<file path="src/rtl/stopwatch_tracker.sv">
// Elapsed/remaining-time counter for the stopwatch datapath: up/down count, preset load, lap capture, expiry.
// Optional lap capture is built only when STOPWATCH_LAP_EN is defined; otherwise lap_o/lap_valid_o are tied low.
//
// state | meaning
// IDLE  | after reset or load, waiting for run
// RUN   | counting once per tick edge
// HOLD  | paused by run dropping, value held
// DONE  | countdown reached 0 on a running edge; only load/reset exit
module stopwatch_tracker #(
   parameter int unsigned WIDTH     = 13,
   parameter int unsigned MAX_COUNT = 5999
) (
   input  logic             tick,
   input  logic             reset,
   input  logic             run,
   input  logic             dir_down,
   input  logic             load,
   input  logic [WIDTH-1:0] load_value,
   input  logic             lap,
   output logic [WIDTH-1:0] seconds_o,
   output logic [WIDTH-1:0] lap_o,
   output logic             lap_valid_o,
   output logic             wrap_o,
   output logic             expired_o,
   output logic [1:0]       state_o
);

   if (64'(MAX_COUNT) >= (64'd1 << WIDTH)) begin : g_bad_max
      $error("stopwatch_tracker: MAX_COUNT does not fit in WIDTH bits");
   end

   localparam logic [WIDTH-1:0] MAX_W = WIDTH'(MAX_COUNT);

   typedef enum logic [1:0] {
      IDLE = 2'd0,
      RUN  = 2'd1,
      HOLD = 2'd2,
      DONE = 2'd3
   } state_e;

   state_e           state_q, state_d;
   logic [WIDTH-1:0] cnt_q, cnt_d;
   logic             wrap_q, wrap_d;
   logic             expired_q;

   always_comb begin
      state_d = state_q;
      cnt_d   = cnt_q;
      wrap_d  = 1'b0;
      if (load) begin
         cnt_d   = (load_value > MAX_W) ? MAX_W : load_value;
         state_d = IDLE;
      end else if (state_q != DONE) begin
         if (run) begin
            state_d = RUN;
            if (!dir_down) begin
               if (cnt_q == MAX_W) begin
                  cnt_d  = '0;
                  wrap_d = 1'b1;
               end else begin
                  cnt_d = cnt_q + 1'b1;
               end
            end else if (cnt_q == '0) begin
               // value already at 0 on a running edge: expire without changing it
               state_d = DONE;
            end else begin
               cnt_d = cnt_q - 1'b1;
            end
         end else if (state_q == RUN) begin
            state_d = HOLD;
         end
      end
   end

   always_ff @(posedge tick) begin
      if (reset) begin
         state_q   <= IDLE;
         cnt_q     <= '0;
         wrap_q    <= 1'b0;
         expired_q <= 1'b0;
      end else begin
         state_q   <= state_d;
         cnt_q     <= cnt_d;
         wrap_q    <= wrap_d;
         expired_q <= (state_d == DONE);
      end
   end

`ifdef STOPWATCH_LAP_EN
   logic [WIDTH-1:0] lap_q, lap_d;
   logic             lap_valid_q, lap_valid_d;

   // capture uses the pre-edge count, independent of load/count priority
   always_comb begin
      lap_d       = lap ? cnt_q : lap_q;
      lap_valid_d = lap;
   end

   always_ff @(posedge tick) begin
      if (reset) begin
         lap_q       <= '0;
         lap_valid_q <= 1'b0;
      end else begin
         lap_q       <= lap_d;
         lap_valid_q <= lap_valid_d;
      end
   end

   assign lap_o       = lap_q;
   assign lap_valid_o = lap_valid_q;
`else
   logic lap_unused;
   assign lap_unused  = lap;
   assign lap_o       = '0;
   assign lap_valid_o = 1'b0;
`endif

   assign seconds_o = cnt_q;
   assign wrap_o    = wrap_q;
   assign expired_o = expired_q;
   assign state_o   = state_q;

endmodule

</file>
<file path="config.mk">
export PLATFORM = sky130hd
export DESIGN_NAME = stopwatch_tracker
export DESIGN_NICKNAME = d
export VERILOG_FILES = /design/src/rtl/stopwatch_tracker.sv
export SDC_FILE = /design/constraint.sdc
export NUM_CORES = 1
export LEC_CHECK = 0
export BUFFER_PORTS_ARGS = -buffer_cell sky130_fd_sc_hd__buf_2
export CAP_MARGIN = 5
export CORE_MARGIN = 5
export CORE_UTILIZATION = 50
export CTS_CLUSTER_DIAMETER = 100
export DETAILED_ROUTE_END_ITERATION = 8
export PLACE_DENSITY_LB_ADDON = 0.05
export SETUP_SLACK_MARGIN = 0.5
export SYNTH_ARGS = -nofsm -noshare
export SYNTH_HDL_FRONTEND = slang
export SYNTH_SLANG_ARGS = --single-unit
</file>
<file path="constraint.sdc">
create_clock -name tick -period 2.7 [get_ports tick]
set_input_delay 0.27 -clock tick [delete_from_list [all_inputs] [get_ports tick]]
set_output_delay 0.27 -clock tick [all_outputs]
set_load 0.02 [all_outputs]
</file>
==> results.toml, run 1 <==
[sta]
rsz0062_at_grt = "no"
hold_slack_ns = 0.2296
layout_min_cycle_time_ns = 2.129
finalMaxSlewViolations = 0
relSlewSlack = 0.4470
post-route-period-util = 0.7886
tightestPinTransition_ns = 0.8209
hold_violations = 0
setup_viol = 0
finClkSkew_ns = 0.009861
timing.fmax_mhz = 469.7
fin_setup_tns_ns = 0

[critical_path]
crit_chain = "or4b_4, or4_4, a22oi_2, nor4b_1, a311o_1"
slowest_delay_ns = 0.56
r2r-end = "seconds_o[4]$_SDFFE_PP0P_"
reg2reg_slack_ns = 0.57
crit_type = "reg -> reg"
worstReg2RegStart = "seconds_o[7]$_SDFFE_PP0P_"
cp.required_ns = 2.91
crit_path_end_kind = "flop"
cp_data_arrival_time_ns = 2.33
cp-start-kind = "flop"
critical_path.max_fanout = 7
r2r_cells = 5
cp_slowest_cell = "or4b_4"

[floorplan]
die_area_mm2 = 0.004160
ios = 50
core_area_mm2 = 0.002805
die_y_um = 64.50
die_w_um = 64.50
fp-row-count = 19
initial_core_util = 0.5294

[detailed_routing]
routedWlPerCell_um = 16.86
vias_per_cell = 6.220
wl_mm = 4.367
drc_errors = 0
ant_nets = 0
drtIter0Drc = 140
num_vias = 1611
first_pass_iters = 4

[cts]
clock_tree.root_cell = "clkbuf_4"
h-tree-depth = 1
cts_made_buffers = 3
cts.clk_slew.worst_paths_ns = 0.11
cts_sinks = 17
cts_max_path_buffers = 2
cts_tree = "yes"
insertion_delay_ns = 0.31
hold_buffers = 0

[logic_synthesis]
synthFlopType = "dfxtp_1"
synth_cell_type_count = 59
netlist_instances = 196
yosysSeqAreaShare = 0.2291
synth-async-reset-ratio = 0
yosys_warnings = 0
synth_edf_count = 0
avgSynthCellArea_um2 = 7.577
syn_area_mm2 = 0.001485
yosys_register_bits = 17

[layout]
regArea_um2 = 351.6
diodes = 0
fillers = 272
layout-drive-gt1-share = 0.2719
multi_input_comb_area_mm2 = 0.001017
final_cell_mix = "buf_2 (34), nand2_1 (17), conb_1 (14)"
syn_to_final_growth_pct = 13.31
final_core_utilization = 0.5999
final_nets = 251
final_common_cell = "buf_2"

[power_and_ir_drop]
p_leak_nw = 0.7045
power.density_mw_per_mm2 = 428.7
peakVddDrop_mv = 0.2267
finalPower_w = 0.0007214

[placed_design]
hpwl_mm = 3.234
gp_congestion = 0.8892
io_buffers = 34

[min_path]
hp-start = "run"
hp-class = "in -> reg"
hold_depth = 2
holdPathEnd = "state_o[1]$_SDFF_PP0_"

[global_route]
grt_use_total = 0.2183
grt_pass1_vias = 1515
grt_max_degree = 30
overflow = 0
antenna_found_initial = 0
grt_pass1_wl_mm = 7.238

[outcome]
status = "complete, no violations"

[job]
drv_cap = 0
[flip-flops by register name (all words and copies together) (netlist names)]
signal / flops
expired_o: 1
wrap_o: 1
seconds_o: 13
state_o: 2
[worst max-delay path by stage]
stage	start	endpoint	slack [ns]	cells after the start
finish	seconds_o[7]$_SDFFE_PP0P_	seconds_o[4]$_SDFFE_PP0P_	0.57	5
floorplan	seconds_o[1]$_SDFFE_PP0P_	seconds_o[4]$_SDFFE_PP0P_	0.53	6
global placement	seconds_o[0]$_SDFFE_PP0P_	seconds_o[4]$_SDFFE_PP0P_	0.52	7
global route	seconds_o[7]$_SDFFE_PP0P_	seconds_o[4]$_SDFFE_PP0P_	0.50	5
CTS	seconds_o[4]$_SDFFE_PP0P_	seconds_o[4]$_SDFFE_PP0P_	0.50	5
detailed placement	seconds_o[1]$_SDFFE_PP0P_	seconds_o[4]$_SDFFE_PP0P_	0.48	6
[synth_stat cells (5+ instances only)]
master | count | area (um2)
nor2_1 | 13 | 48.80
o21ai_0 | 9 | 45.04
inv_1 | 7 | 26.28
buf_4 | 14 | 105.1
dfxtp_1 | 17 | 340.3
clkbuf_1 | 8 | 30.03
a21oi_1 | 9 | 45.04
nand3_1 | 9 | 45.04
a31oi_1 | 5 | 31.28
nand2_1 | 17 | 63.81
[timing repair]
action,4_1_cts,5_1_grt
buffers inserted,0,0
setup endpoints to repair,4,8
resized for setup,2,8
[power breakdown]
group / switching (W) / leakage (nW) / internal (W) / total, W
combinational: 0.000157 / 0.546 / 0.000106 / 0.000263
clock: 0.0000890 / 0.0150 / 0.0000577 / 0.000147
sequential: 0.0000401 / 0.143 / 0.000272 / 0.000312
total: 0.000286 / 0.704 / 0.000436 / 0.000721
[routing by layer]
metal | up-vias | share of wire | track usage
met5 | - | 0 | 0
met4 | 0 | 0.0092 | 0.08707
met3 | 3 | 0.082 | 0.02936
met2 | 94 | 0.47 | 0.3544
met1 | 743 | 0.44 | 0.2928
li1 | 771 | - | -
[cells by family (layout without fill, tap and decap cells)]
kind of cell | count (synthesis) | count (layout) | share of synthesized area
fa+ha+maj | 3 | 3 | 0.02528
mux | 3 | 3 | 0.02106
simple gates | 72 | 72 | 0.2645
other cells | 1 | 14 | 0.002525
buf+inv | 33 | 52 | 0.1222
compound gates | 60 | 60 | 0.2940
xor+xnor | 7 | 7 | 0.04128
flops | 17 | 17 | 0.2292
[critical path, delay by kind of cell, from the launching register on]
kind,cells,cell delay [ns]
flops,1,0.38
compound gates,2,0.48
simple gates,3,1.18
[metrics by stage]
stage / setup slack, ns / instance area, um2 / cells
after floorplan: 0.5324 / 1534 / 209
after global placement: 0.5181 / 1640 / 255
after detailed placement: 0.4786 / 1640 / 255
after CTS: 0.5013 / 1669 / 259
after global routing: 0.4954 / 1683 / 259
final: 0.5709 / 1683 / 259
[area by class of cell]
class                   count  area share
clock buffers               4     0.01561
inverters                   7     0.01561
multi-input cells         159      0.6045
flip-flops and latches     17      0.2089
well taps                  31     0.02305
repair buffers             41      0.1323
Power figures use the tool's default switching activity.
==> run 2: changes to the inputs <==
ABC_AREA = 1   (was unset)
CORE_UTILIZATION = 53   (was 50)
clock period = 2.2 ns   (was 2.7 ns; I/O delays follow)
==> run 2 against run 1 <==
- global-route usage rose by 0.80 points
- critical path depth rose by 3
- combinational power rose by 40%
- sequential share of layout area fell by 2.8 points
- highest routed layer unchanged
==> results.toml, run 2 <==
[sta]
layout_min_cycle_time_ns = 1.564
hold_slack_ns = 0.1845
setup_ws_ns = 0.6360
setup_viol = 0
finalMaxSlewViolations = 0
fin_setup_tns_ns = 0
finClkSkew_ns = 0.005839
post-route-period-util = 0.7109
hold_violations = 0
timing.fmax_mhz = 639.4
rsz0062_at_grt = "yes"

[critical_path]
crit_path_end_kind = "flop"
cp_data_arrival_time_ns = 1.76
cp-start-kind = "flop"
critical_path.max_fanout = 7
cp.required_ns = 2.40
crit_type = "reg -> reg"

[cts]
cts_sinks = 17
cts_made_buffers = 3
cts_tree = "yes"
cts_max_path_buffers = 2
insertion_delay_ns = 0.30
clock_tree.root_cell = "clkbuf_4"
h-tree-depth = 1
cts.clk_slew.worst_paths_ns = 0.10

[power_and_ir_drop]
p_leak_nw = 1.031
power.density_mw_per_mm2 = 471.2
peakVddDrop_mv = 0.3625

[layout]
final_cell_mix = "nand2_1 (94), nand3_1 (38), inv_1 (35)"
final_core_utilization = 0.5933
diodes = 0
syn_to_final_growth_pct = 9.560
layout-drive-gt1-share = 0.2206
largest_reg_flops = 13
final_common_cell = "nand2_1"
final_nets = 363

[logic_synthesis]
yosys-top-cells-count = "nand2_1 (95), nand3_1 (38), inv_1 (37), nor2_1 (27), o21ai_0 (18)"
synth_area_leaders = "nand2_1 (20%), dfxtp_1 (19%), nand3_1 (11%)"
yosys_warnings = 0
synth_edf_count = 0
yosysSeqAreaShare = 0.1898
yosysMostFrequentCell = "nand2_1"
synth_xor_area_frac = 0
synth_top_family_by_area = "simple AND/OR/NAND/NOR gates"
netlist_instances = 312
synthAdderAreaFrac = 0.02094
yosys_register_bits = 17
syn_area_mm2 = 0.001793
synth-async-reset-ratio = 0
synth_cell_type_count = 27
avgSynthCellArea_um2 = 5.747
synthFlopType = "dfxtp_1"
synth_compound_area_frac = 0.1117
synth_simple_gate_area_share = 0.4871
synth_top_cell_by_area = "nand2_1"
muxShareOfSynthArea = 0
synth_top_area_frac = 0.1989

[placed_design]
hpwl_mm = 3.754
dp_slack_ns = 0.4502
gp_congestion = 0.8531
io_buffers = 34

[global_route]
overflow = 0
grt_pass1_vias = 1768
grt_use_total = 0.2263
grt_pass1_wl_mm = 8.073
grt_max_degree = 15
antenna_found_initial = 0

[floorplan]
die_w_um = 68.17
die_area_mm2 = 0.004646
initial_core_util = 0.5416
core_area_mm2 = 0.003311
ios = 50
fp-row-count = 21
die_y_um = 68.17

[outcome]
status = "complete, no violations"

[min_path]
hp-class = "in -> reg"

[detailed_routing]
first_pass_iters = 4
drtIter0Drc = 123
routedWlPerCell_um = 12.27
num_vias = 1908
vias_per_cell = 4.943
drc_errors = 0
ant_nets = 0
wl_mm = 4.737

[job]
drv_cap = 0
==> run 2: changes by cell type after synthesis, sizes merged, moves of 6 or more <==
cell,previous run,this run
clkbuf,8,2
inv,7,39
nand2,17,99
nand3,9,38
nand4,4,10
nor2,13,37
o21ai,9,22
==> run 2: worst paths after layout <==
| kind | startpoint | end | slack (ns) | depth (start not counted) |
|---|---|---|---|---|
| worst max register to register | seconds_o[1]$_SDFFE_PP0P_ | seconds_o[4]$_SDFFE_PP0P_ | 0.64 | 8 |
| worst max-delay path | seconds_o[1]$_SDFFE_PP0P_ | seconds_o[4]$_SDFFE_PP0P_ | 0.64 | 8 |
| worst min register to register | seconds_o[2]$_SDFFE_PP0P_ | seconds_o[2]$_SDFFE_PP0P_ | 0.57 | 2 |
| worst min-delay path | load_value[1] | seconds_o[1]$_SDFFE_PP0P_ | 0.18 | 3 |
==> run 2: through the flow <==
step	cells	cell area (um2)	total power [W]
2_1_floorplan	325	1842	0.0006860
4_1_cts	385	1916	0.0009179
6_report	386	1964	0.0009256
5_1_grt	386	1964	0.001004
3_5_place_dp	381	1886	0.0007474
3_3_place_gp	381	1886	0.0007442
==> run 2: layout make-up <==
type | instances | area [um2]
Sequential cell | 17 | 355.3
Inverter | 39 | 146.4
Multi-Input combinational cell | 244 | 1192
Fill cell | 379 | 1346
Timing Repair Buffer | 36 | 185.2
Tap cell | 46 | 57.56
Clock buffer | 3 | 22.52
Clock inverter | 1 | 5.005
==> run 2: report_power, final <==
group	internal [W]	switching, W	leakage (nW)
logic	0.000121	0.000245	0.870
registers	0.000333	0.0000550	0.143
clock network	0.0000677	0.000103	0.0177
total	0.000522	0.000403	1.03
==> run 2: repair_timing <==
item,4_1_cts,5_1_grt
setup endpoints to repair,7,12
hold buffers,0,0
gates resized for setup,2,19
endpoints found under the hold margin,0,0
buffers inserted,0,1
==> run 2: cells by family (layout without fill, tap and decap cells) <==
logic type	after synthesis	in the layout
flops	17	17
buf+inv	64	79
compound gates	37	37
simple gates	190	190
other cells	1	14
fa+ha+maj	3	3
==> run 2: critical path: stages (launching register included) <==
cell and delay, ns:
dfxtp_4 0.40, ha_1 0.18, nand3_1 0.18, nor2_4 0.19, nand2_1 0.11, nand2_1 0.10
o21ai_0 0.10, o21ai_1 0.16, nor2_1 0.05
==> run 2: per-layer routing <==
metal | GRT usage | routed length, um | share of wire | vias to the layer above
met2 | 0.3718 | 2147 | 0.45 | 54
met3 | 0.01478 | 270 | 0.057 | 2
li1 | - | - | - | 1030
met5 | 0 | 0 | 0 | -
met1 | 0.3185 | 2291 | 0.48 | 822
met4 | 0.05955 | 27 | 0.0057 | 0
